## src/rtl/freq_sched_pkg.sv

```systemverilog
// -----------------------------------------------------------------------------
// freq_sched_pkg
// Shared definitions for the frequency scheduler / period-engine arbiter:
//   - state_t        : scheduler FSM encoding (IDLE=0, ISSUE=1, WAIT=2)
//   - FREQ_W         : width of one channel's requested-frequency field
//   - PERIOD_DEFAULT : period each channel reports after reset
// -----------------------------------------------------------------------------
package freq_sched_pkg;

  typedef enum logic [1:0] {
    ST_IDLE  = 2'd0,
    ST_ISSUE = 2'd1,
    ST_WAIT  = 2'd2
  } state_t;

  localparam int FREQ_W         = 16;
  localparam int PERIOD_DEFAULT = 2000;

endpackage

```

## src/rtl/freq_sched_arbiter_rr_pick.sv

```systemverilog
// -----------------------------------------------------------------------------
// rr_pick
// Combinational round-robin picker: returns the first set bit of pending_i at
// or above ptr_i, searching upward and wrapping past the top channel.
// Ports:
//   pending_i   [N_CH]  : request vector
//   ptr_i       [IDX_W] : search start position (0..N_CH-1)
//   gnt_o       [IDX_W] : granted channel index (valid with any_valid_o)
//   any_valid_o         : at least one request is set
// -----------------------------------------------------------------------------
module rr_pick
  import freq_sched_pkg::*;
#(
  parameter int N_CH  = 4,
  parameter int IDX_W = (N_CH > 1) ? $clog2(N_CH) : 1
) (
  input  logic [N_CH-1:0]  pending_i,
  input  logic [IDX_W-1:0] ptr_i,
  output logic [IDX_W-1:0] gnt_o,
  output logic             any_valid_o
);

  localparam logic [IDX_W:0] NCH_EXT = (IDX_W+1)'(N_CH);

  logic [2*N_CH-1:0] dbl;
  logic [N_CH-1:0]   rot;
  logic [IDX_W-1:0]  off;
  logic [IDX_W:0]    sum;

  always_comb begin
    // Rotate so that bit 0 of rot corresponds to channel ptr_i.
    dbl         = {pending_i, pending_i};
    rot         = N_CH'(dbl >> ptr_i);
    off         = '0;
    any_valid_o = 1'b0;
    // Descending scan: the lowest set offset is the last one written.
    for (int k = N_CH - 1; k >= 0; k--) begin
      if (rot[k]) begin
        off         = IDX_W'(k);
        any_valid_o = 1'b1;
      end
    end
    sum = {1'b0, ptr_i} + {1'b0, off};
    if (sum >= NCH_EXT) begin
      sum = sum - NCH_EXT;
    end
    gnt_o = sum[IDX_W-1:0];
  end

endmodule

```

## src/rtl/freq_sched_arbiter.sv

```systemverilog
// -----------------------------------------------------------------------------
// freq_sched_arbiter
// Shares one start/done period engine among N_CH pulse-generator channels.
// Each channel's requested frequency is shadowed; a difference marks the
// channel pending. Pending channels are granted round-robin: a zero frequency
// is answered locally with period 0, otherwise the engine is started and its
// result stored as that channel's period.
//
// Optional feature: define FREQ_SCHED_TIMEOUT_EN to enable the WAIT watchdog
// and the timeout_err port.
//
// Ports:
//   clk, reset  : clock, synchronous active-high reset
//   user_freq   : N_CH x 16-bit requested frequency (0 = channel off)
//   eng_start   : one-cycle engine dispatch pulse
//   eng_freq    : frequency presented to the engine, held while it works
//   eng_done    : one-cycle engine completion pulse
//   eng_period  : engine result, valid with eng_done
//   period_out  : N_CH x BIT_WIDTH latest period per channel
//   period_upd  : per-channel one-cycle pulse when period_out is written
//   timeout_err : sticky per-channel watchdog flag (macro builds only)
//   busy        : scheduler is not IDLE
// -----------------------------------------------------------------------------
module freq_sched_arbiter
  import freq_sched_pkg::*;
#(
  parameter int N_CH           = 4,
  parameter int BIT_WIDTH      = 32,
  parameter int DEFAULT_PERIOD = PERIOD_DEFAULT,
  parameter int TIMEOUT_CYC    = 256
) (
  input  logic                      clk,
  input  logic                      reset,
  input  logic [N_CH*FREQ_W-1:0]    user_freq,
  output logic                      eng_start,
  output logic [FREQ_W-1:0]         eng_freq,
  input  logic                      eng_done,
  input  logic [BIT_WIDTH-1:0]      eng_period,
  output logic [N_CH*BIT_WIDTH-1:0] period_out,
  output logic [N_CH-1:0]           period_upd,
`ifdef FREQ_SCHED_TIMEOUT_EN
  output logic [N_CH-1:0]           timeout_err,
`endif
  output logic                      busy
);

  localparam int                   IDX_W   = (N_CH > 1) ? $clog2(N_CH) : 1;
  localparam logic [IDX_W-1:0]     LAST_CH = IDX_W'(N_CH - 1);
  localparam logic [BIT_WIDTH-1:0] DEF_P   = BIT_WIDTH'(DEFAULT_PERIOD);

  state_t                 state_q;
  logic [FREQ_W-1:0]      shadow_q [N_CH];
  logic [N_CH-1:0]        pending_q, pending_d;
  logic [N_CH-1:0]        chg, clr;
  logic [IDX_W-1:0]       rr_ptr_q;
  logic [IDX_W-1:0]       gnt_q;
  logic [FREQ_W-1:0]      eng_freq_q;
  logic                   eng_start_q;
  logic [BIT_WIDTH-1:0]   period_q [N_CH];
  logic [N_CH-1:0]        period_upd_q;
  logic [IDX_W-1:0]       pick_idx;
  logic                   pick_vld;
  logic [FREQ_W-1:0]      pick_freq;

`ifdef FREQ_SCHED_TIMEOUT_EN
  localparam int              CNT_W   = (TIMEOUT_CYC > 1) ? $clog2(TIMEOUT_CYC) : 1;
  localparam logic [CNT_W-1:0] TO_LAST = CNT_W'(TIMEOUT_CYC - 1);
  logic [CNT_W-1:0] wait_cnt_q;
  logic [N_CH-1:0]  timeout_err_q;
`endif

  function automatic logic [IDX_W-1:0] wrap_inc(input logic [IDX_W-1:0] idx);
    return (idx == LAST_CH) ? '0 : idx + IDX_W'(1);
  endfunction

  rr_pick #(
    .N_CH  (N_CH),
    .IDX_W (IDX_W)
  ) u_pick (
    .pending_i   (pending_q),
    .ptr_i       (rr_ptr_q),
    .gnt_o       (pick_idx),
    .any_valid_o (pick_vld)
  );

  always_comb begin
    chg = '0;
    for (int i = 0; i < N_CH; i++) begin
      chg[i] = (user_freq[FREQ_W*i +: FREQ_W] != shadow_q[i]);
    end
    clr = '0;
    if (state_q == ST_IDLE && pick_vld) begin
      clr[pick_idx] = 1'b1;
    end
    // A fresh change outranks the clear of the grant taken this cycle.
    pending_d = (pending_q & ~clr) | chg;
    pick_freq = shadow_q[pick_idx];
  end

  // Change detection: shadows follow the inputs one cycle behind.
  always_ff @(posedge clk) begin
    if (reset) begin
      pending_q <= '0;
      for (int i = 0; i < N_CH; i++) begin
        shadow_q[i] <= '0;
      end
    end else begin
      pending_q <= pending_d;
      for (int i = 0; i < N_CH; i++) begin
        shadow_q[i] <= user_freq[FREQ_W*i +: FREQ_W];
      end
    end
  end

  // Scheduler FSM with registered outputs.
  always_ff @(posedge clk) begin
    if (reset) begin
      state_q      <= ST_IDLE;
      rr_ptr_q     <= '0;
      gnt_q        <= '0;
      eng_freq_q   <= '0;
      eng_start_q  <= 1'b0;
      period_upd_q <= '0;
      for (int i = 0; i < N_CH; i++) begin
        period_q[i] <= DEF_P;
      end
`ifdef FREQ_SCHED_TIMEOUT_EN
      wait_cnt_q    <= '0;
      timeout_err_q <= '0;
`endif
    end else begin
      eng_start_q  <= 1'b0;
      period_upd_q <= '0;
      case (state_q)
        ST_IDLE: begin
          if (pick_vld) begin
            gnt_q <= pick_idx;
            if (pick_freq == '0) begin
              // Channel switched off: answer locally, engine stays free.
              period_q[pick_idx]     <= '0;
              period_upd_q[pick_idx] <= 1'b1;
              rr_ptr_q               <= wrap_inc(pick_idx);
            end else begin
              eng_freq_q  <= pick_freq;
              eng_start_q <= 1'b1;
              state_q     <= ST_ISSUE;
            end
          end
        end
        ST_ISSUE: begin
          state_q <= ST_WAIT;
`ifdef FREQ_SCHED_TIMEOUT_EN
          wait_cnt_q <= '0;
`endif
        end
        ST_WAIT: begin
          if (eng_done) begin
            period_q[gnt_q]     <= eng_period;
            period_upd_q[gnt_q] <= 1'b1;
            rr_ptr_q            <= wrap_inc(gnt_q);
            state_q             <= ST_IDLE;
          end
`ifdef FREQ_SCHED_TIMEOUT_EN
          else if (wait_cnt_q == TO_LAST) begin
            // Engine gave no answer: flag the channel, keep its old period.
            timeout_err_q[gnt_q] <= 1'b1;
            rr_ptr_q             <= wrap_inc(gnt_q);
            state_q              <= ST_IDLE;
          end else begin
            wait_cnt_q <= wait_cnt_q + CNT_W'(1);
          end
`endif
        end
        default: state_q <= ST_IDLE;
      endcase
    end
  end

  assign eng_start  = eng_start_q;
  assign eng_freq   = eng_freq_q;
  assign period_upd = period_upd_q;
  assign busy       = (state_q != ST_IDLE);

  for (genvar g = 0; g < N_CH; g++) begin : g_pout
    assign period_out[BIT_WIDTH*g +: BIT_WIDTH] = period_q[g];
  end

`ifdef FREQ_SCHED_TIMEOUT_EN
  assign timeout_err = timeout_err_q;
`else
  // No watchdog in this build; TIMEOUT_CYC is still accepted so that
  // instantiations are identical with and without the feature.
  if (TIMEOUT_CYC < 1) begin : g_timeout_unused
  end
`endif

endmodule

```

## config.mk

```make
export PLATFORM = sky130hd
export DESIGN_NAME = freq_sched_arbiter
export DESIGN_NICKNAME = d
export VERILOG_FILES = /design/src/rtl/freq_sched_pkg.sv /design/src/rtl/freq_sched_arbiter_rr_pick.sv /design/src/rtl/freq_sched_arbiter.sv
export SDC_FILE = /design/constraint.sdc
export NUM_CORES = 1
export LEC_CHECK = 0
export BUFFER_PORTS_ARGS = -buffer_cell sky130_fd_sc_hd__buf_4
export CORE_MARGIN = 4
export CORE_UTILIZATION = 49
export CTS_BUF_LIST = sky130_fd_sc_hd__clkbuf_8
export DETAILED_ROUTE_END_ITERATION = 8
export MAX_ROUTING_LAYER = met4
export PLACE_DENSITY = 0.76
export SLEW_MARGIN = 20
export SYNTH_ARGS = -nofsm -noshare
export SYNTH_HDL_FRONTEND = slang
export SYNTH_HIERARCHICAL = 1
export SYNTH_SLANG_ARGS = --single-unit
```

## constraint.sdc

```tcl
create_clock -name clk -period 4.7 [get_ports clk]
set_input_delay 0.47 -clock clk [delete_from_list [all_inputs] [get_ports clk]]
set_output_delay 0.47 -clock clk [all_outputs]
set_load 0.01 [all_outputs]
```

==> flow_summary_export.csv, run 1 <==
group,metric,value,unit
layout,drive_gt1_share,32.0,%
route,wl_per_cell,20.2,um
worst_setup_path,crit_chain,"nor2b_1 > a21oi_1 > o22ai_1 > o21a_1 > ha_1 > xnor2_1 > xnor2_4 > buf_4 > mux4_2 > nor4_1 > and4_1 > a21o_1 > a21o_1 > buf_4",
logic_synthesis,async_reset_ff_share,0,%
sta,slew_violations,0,
worst_setup_path,r2r_cells,14,
sta,max_freq,230,MHz
place,port-buffer-count,248,
layout,stdcell_area,11800,um2
logic_synthesis,synth-simple-area-share,15.3,%
power_and_ir_drop,p_leak,4.92,nW
route,num_vias,6635,
place,hpwl,19.1,mm
place,postPlaceCellArea,11100,um2
layout,nets,1104,
sta,worst_slew_pin_slew,1.08,ns
outcome,status,"finished, final reports clean",
worst_setup_path,endpoint,"period_q[1][22]$_SDFFCE_PN0P_",
logic_synthesis,synthAdderAreaFrac,1.25,%
global_routing,grt_usage,24.7,%
global_routing,use_met1,32.4,%
floorplan,die_w,143,um
clock_network,clk_path_buf_depth,3,
layout,syn_to_final_growth,31.3,%
sta,post-route-min-period,4.35,ns
global_routing,antenna_found_initial,0,
worst_setup_path,startpoint,"pending_q[2]$_SDFF_PP0_",
logic_synthesis,synth-xor-area-share,6.43,%
worst_setup_path,worstPathArrival,4.52,ns
worst_setup_path,r2r_slack,0.35,ns
clock_network,clkTransAtPathRegs,0.06,ns
worst_hold_path,hp-start,"user_freq[29]",
worst_setup_path,crit_buf_inv,2,
worst_setup_path,critPathMaxFanout,32,
logic_synthesis,netlist_area,8990,um2
sta,hold_viol,0,
floorplan,dieArea,20600,um2
power_and_ir_drop,p_per_area,388,nW/um2
logic_synthesis,syn_inst,738,
sta,rsz0062_at_grt,"no",
layout,diodes,0,
logic_synthesis,synth_compound_area_share,5.01,%
floorplan,core_area,18000,um2
logic_synthesis,synth_warnings,6,
floorplan,rows,49,
logic_synthesis,ys.flop_type,"edfxtp_1",
logic_synthesis,synth_top_family_by_area,"simple AND/OR/NAND/NOR gates",
global_routing,grt_pass1_wl,37.6,mm
global_routing,use_met3,4.83,%
power_and_ir_drop,irDropWorstVdd,0.201,mV
worst_setup_path,worstReg2RegEnd,"period_q[1][22]$_SDFFCE_PN0P_",
logic_synthesis,syn_nets,846,
sta,finalSetupViolations,0,
worst_setup_path,cp.depth,14,
worst_setup_path,cpLargestDelayFamily,"simple AND/OR/NAND/NOR gates",
logic_synthesis,synth.avg_cell_area,12.2,um2
logic_synthesis,ys_seq_elements,223,
clock_network,cts_root_buf,"clkbuf_8",
global_routing,gr-total-overflow,0,
worst_setup_path,worstReg2RegStart,"pending_q[2]$_SDFF_PP0_",
clock_network,worst_skew_pair.late_latency,0.53,ns
logic_synthesis,synth_edf_count,128,
logic_synthesis,ys_seq_area_share,63.9,%
clock_network,cts_sinks,223,
layout,final_common_cell,"buf_4",
worst_setup_path,crit_required,4.87,ns
sta,skew,0.0169,ns
logic_synthesis,ys_types,47,
worst_setup_path,slowest_delay,0.50,ns
floorplan,start_util,49.9,%
place,place_congestion,0.905,
job,maxCapViolCount,0,
logic_synthesis,muxShareOfSynthArea,4.59,%
layout,layout_common_cells,"buf_4, edfxtp_1, dfxtp_1",
worst_setup_path,crit_slowest_cell,"dfxtp_1",
sta,finalCritPeriodShare,92.6,%
sta,relSlewSlack,27.9,%
global_routing,top_usage_layer,"met2",
clock_network,hold_buffers,0,
route,drt_first_pass_iters,5,
route,drt-total-wl,25.3,mm
sta,setup-tns-final,0,ns
worst_hold_path,hold_path_class,"input port to flip-flop",
worst_setup_path,worstSetupPathType,"flip-flop to flip-flop",
clock_network,cts_tree,"built",
route,final_antenna_net_count,0,
floorplan,io_pins,249,
floorplan,die_h,143,um
route,drcViolationCount,0,
worst_setup_path,endpoint_kind,"flip-flop",
route,drt-initial-drc-count,506,
worst_setup_path,cp-start-kind,"flip-flop",
global_routing,grt_max_degree,106,
global_routing,grt_pass1_vias,6591,
clock_network,numCtsBuffers,37,
clock_network,ctsHtreeMaxLevel,2,
global_routing,grt_use_met2,39.4,%
route,drt-vias-per-instance,5.30,
==> layout make-up <==
class                      instances  area, um2
fill                            1390       6220
sequential                       223       5750
multi-input combinational        440       2990
timing repair buffer             261       1980
clock buffer                      37        509
tap                              229        287
clock inverter                    28        174
inverter                          33        124
==> stage by stage <==
step | cells | hold slack [ns] | power, mW | worst slack (ns) | util (%)
floorplan | 738 | 0.494 | 2.68 | 0.218 | -
global placement | 1186 | 0.465 | 3.01 | 0.324 | 61.6
detailed placement | 1186 | 0.470 | 3.02 | 0.222 | 61.6
CTS | 1251 | 0.145 | 4.60 | 0.189 | 65.4
global route | 1251 | 0.152 | 4.77 | 0.0836 | 65.5
finish | 1251 | 0.173 | 4.58 | 0.348 | 65.5
==> worst min path at each step <==
| stage | endpoint | slack [ns] | cells after the start |
|---|---|---|---|
| CTS | shadow_q[0][6]$_SDFF_PP0_ | 0.15 | 2 |
| floorplan | gnt_q[1]$_SDFFE_PP0P_ | 0.49 | 2 |
| global route | shadow_q[3][4]$_SDFF_PP0_ | 0.15 | 2 |
| global placement | eng_freq[0]$_SDFFE_PP0P_ | 0.47 | 2 |
| detailed placement | eng_freq[11]$_SDFFE_PP0P_ | 0.47 | 2 |
| finish | shadow_q[1][13]$_SDFF_PP0_ | 0.17 | 2 |
==> worst register-to-register path, delay by kind of cell (launching register included) <==
kind | cells | cell delay (ns)
AOI/OAI and AO/OA | 5 | 0.82
xor gates and xnor gates | 2 | 0.59
adders and majority gates | 1 | 0.18
buffers and inverters | 2 | 0.68
DFF | 1 | 0.50
muxes | 1 | 0.34
and+or+nand+nor | 3 | 0.84
==> power by group <==
part | leakage [nW] | internal, mW | switching [mW] | total [mW]
Combinational | 2.47 | 0.323 | 0.421 | 0.745
Clock | 0.423 | 0.848 | 0.748 | 1.60
Sequential | 2.03 | 2.17 | 0.0699 | 2.24
Total | 4.92 | 3.34 | 1.24 | 4.58
==> metal layers <==
metal	wire [um]	vias up
met2	12200	328
met1	10300	3172
met3	2260	42
met4	546	0
met5	0	-
li1	-	3093
==> kinds of logic (layout without fill, tap and decap cells) <==
kind of cell,after synthesis,count (layout)
AND/OR/NAND/NOR,272,272
flip-flops,223,223
buffers and inverters,75,359
AO/OA/AOI/OAI,73,73
XOR/XNOR,66,66
multiplexers,20,20
adder cells (fa/ha/maj),9,9
==> timing repair <==
item | CTS | global route
gates resized for setup | 0 | 2
buffers inserted | 0 | 0
endpoints found under the setup margin | 0 | 64
endpoints found under the hold margin | 0 | 0
==> registers in the layout, summed over array words and instances, names as in the netlist <==
signal,count
eng_freq,16
eng_start,1
gnt_q,2
pending_q,4
period_q,128
period_upd,4
rr_ptr_q,2
shadow_q,64
state_q,2
==> synth_stat cells (all sizes together), types with 3 or more instances <==
| library cell | n | area share, % |
|---|---|---|
| edfxtp | 128 | 43 |
| nand2 | 46 | 1.9 |
| nor2b | 67 | 4.7 |
| inv | 33 | 1.4 |
| dfxtp | 95 | 21 |
| ha | 9 | 1.3 |
| nand4 | 9 | 0.63 |
| nor2 | 72 | 3.0 |
| nor4 | 12 | 0.90 |
| a31oi | 6 | 0.42 |
| o21ai | 17 | 0.95 |
| a211oi | 4 | 0.33 |
| a21o | 4 | 0.33 |
| mux2i | 3 | 0.33 |
| xnor2 | 34 | 3.3 |
| a32oi | 4 | 0.39 |
| a21oi | 27 | 1.5 |
| or3b | 6 | 0.58 |
| mux4 | 16 | 4.1 |
| buf | 11 | 0.86 |
| clkbuf | 31 | 1.3 |
| nor3 | 22 | 1.2 |
| xor2 | 32 | 3.1 |
| nand3 | 31 | 1.7 |
Power figures use the tool's default switching activity.
==> inputs of run 2 (changes only) <==
--- a/config.mk
+++ b/config.mk
@@ -5,7 +5,7 @@
 export SDC_FILE = /design/constraint.sdc
 export NUM_CORES = 1
 export LEC_CHECK = 0
-export BUFFER_PORTS_ARGS = -buffer_cell sky130_fd_sc_hd__buf_4
+export BUFFER_PORTS_ARGS = -buffer_cell sky130_fd_sc_hd__buf_2
 export CORE_MARGIN = 4
 export CORE_UTILIZATION = 49
 export CTS_BUF_LIST = sky130_fd_sc_hd__clkbuf_8
==> flow_summary_export.csv, run 2 (same netlist as run 1, synthesis figures left out) <==
group,metric,value,unit
worst_setup_path,crit_required,4.88,ns
worst_setup_path,worstSetupPathType,"flip-flop to flip-flop",
layout,syn_to_final_growth,25.4,%
worst_setup_path,critPathMaxFanout,21,
clock_network,cts_tree,"built",
floorplan,dieArea,20600,um2
place,pre_cts_ws,0.686,ns
route,drt-total-wl,24.5,mm
global_routing,grt_pass1_vias,6371,
sta,slew_violations,0,
clock_network,clk_path_buf_depth,3,
floorplan,die_h,143,um
layout,drive_gt1_share,32.7,%
layout,largest_reg_flops,128,
clock_network,worst_skew_pair.late_latency,0.52,ns
clock_network,cts_setup_buffers,0,
route,drt-vias-per-instance,5.28,
global_routing,antenna_found_initial,0,
floorplan,die_w,143,um
sta,worst_slack,0.632,ns
global_routing,grt_usage,23.5,%
global_routing,grt_pass1_wl,35.7,mm
route,num_vias,6634,
worst_setup_path,cpLargestDelayFamily,"compound AO/OA/AOI/OAI gates",
floorplan,io_pins,249,
route,drcViolationCount,0,
sta,post-route-min-period,4.07,ns
place,port-buffer-count,248,
sta,setup-tns-final,0,ns
place,hpwl,18.4,mm
layout,layout_common_cells,"buf_2, edfxtp_1, dfxtp_1",
clock_network,numCtsBuffers,36,
clock_network,hold_buffers,0,
worst_setup_path,endpoint_kind,"flip-flop",
power_and_ir_drop,irDropWorstVdd,0.223,mV
sta,skew,0.0231,ns
clock_network,cts_root_buf,"clkbuf_8",
place,place_congestion,0.864,
worst_setup_path,crit_slowest_cell,"mux4_1",
floorplan,start_util,49.9,%
sta,hold_viol,0,
route,final_antenna_net_count,0,
floorplan,rows,49,
global_routing,grt_max_degree,107,
outcome,status,"finished, final reports clean",
sta,relSlewSlack,27.8,%
sta,finalSetupViolations,0,
sta,max_freq,246,MHz
clock_network,clkTransAtPathRegs,0.06,ns
layout,diodes,0,
sta,worst_slew_pin_slew,1.08,ns
power_and_ir_drop,p_leak,4.76,nW
sta,rsz0062_at_grt,"no",
layout,final_core_util,62.5,%
global_routing,gr-total-overflow,0,
worst_setup_path,slowest_delay,0.62,ns
worst_hold_path,hold_path_class,"input port to flip-flop",
clock_network,ctsHtreeMaxLevel,2,
layout,top_register,"period_q",
route,wl_per_cell,19.5,um
floorplan,core_area,18000,um2
worst_setup_path,worstPathArrival,4.25,ns
worst_setup_path,cp-start-kind,"flip-flop",
job,maxCapViolCount,0,
layout,final_common_cell,"buf_2",
clock_network,cts_resized,0,
power_and_ir_drop,p_per_area,402,nW/um2
route,drt_first_pass_iters,4,
worst_setup_path,crit_buf_inv,2,
worst_setup_path,crit_chain,"nand2_1 > a21oi_1 > o22ai_1 > o21a_1 > ha_1 > buf_12 > mux4_1 > nor4_2 > and4_1 > a21oi_2 > o21bai_4 > buf_4",
clock_network,cts_sinks,223,
layout,nets,1107,
sta,finalCritPeriodShare,86.6,%
route,drt-initial-drc-count,420,
run 2: cell types whose count changed in the layout (fill, tap and decap cells not counted), sizes merged:
cell      delta
bufinv       -2
inv          -9
buf          +4
clkinvlp     -1
clkinv       +5
clkbuf       +8
run 2: per-stage QoR:
step	cell area [um2]	power (mW)	std cells	hold WS [ns]
after floorplan	8990	2.68	738	0.494
after global placement	10600	2.96	1189	0.463
after detailed placement	10600	2.97	1189	0.466
after CTS	11300	4.56	1255	0.163
after global routing	11300	4.72	1256	0.169
final	11300	4.53	1256	0.185
run 2: power breakdown:
part | switching [mW] | internal, mW | total [mW]
Combinational | 0.421 | 0.274 | 0.695
Clock | 0.738 | 0.865 | 1.60
Sequential | 0.0646 | 2.17 | 2.24
run 2: path summary, 6_finish.rpt:
check                             endpoint  slack (ns)  cells after the start                     start
max          period_q[0][29]$_SDFFCE_PN0P_        0.63                     12   pending_q[2]$_SDFF_PP0_
min             shadow_q[1][14]$_SDFF_PP0_        0.18                      2             user_freq[30]
max reg2reg  period_q[0][29]$_SDFFCE_PN0P_        0.63                     12   pending_q[2]$_SDFF_PP0_
min reg2reg       eng_freq[7]$_SDFFE_PP0P_        0.47                      2  eng_freq[7]$_SDFFE_PP0P_
run 2: per-layer routing:
metal  wire length (um)  up-vias  global-route usage, %
met4                745        0                   8.47
met5                  0        -                      -
met2              11500      377                   37.1
li1                   -     3108                      -
met1               9640     3095                   29.7
met3               2630       54                   5.69
run 2: area by class of cell:
class,count,area [um2]
multi-input cells,440,2980
clock buffers,45,619
fillers,1415,6760
inverters,33,124
well taps,229,287
clock inverters,21,87.6
repair buffers,265,1430
flip-flops and latches,223,5750
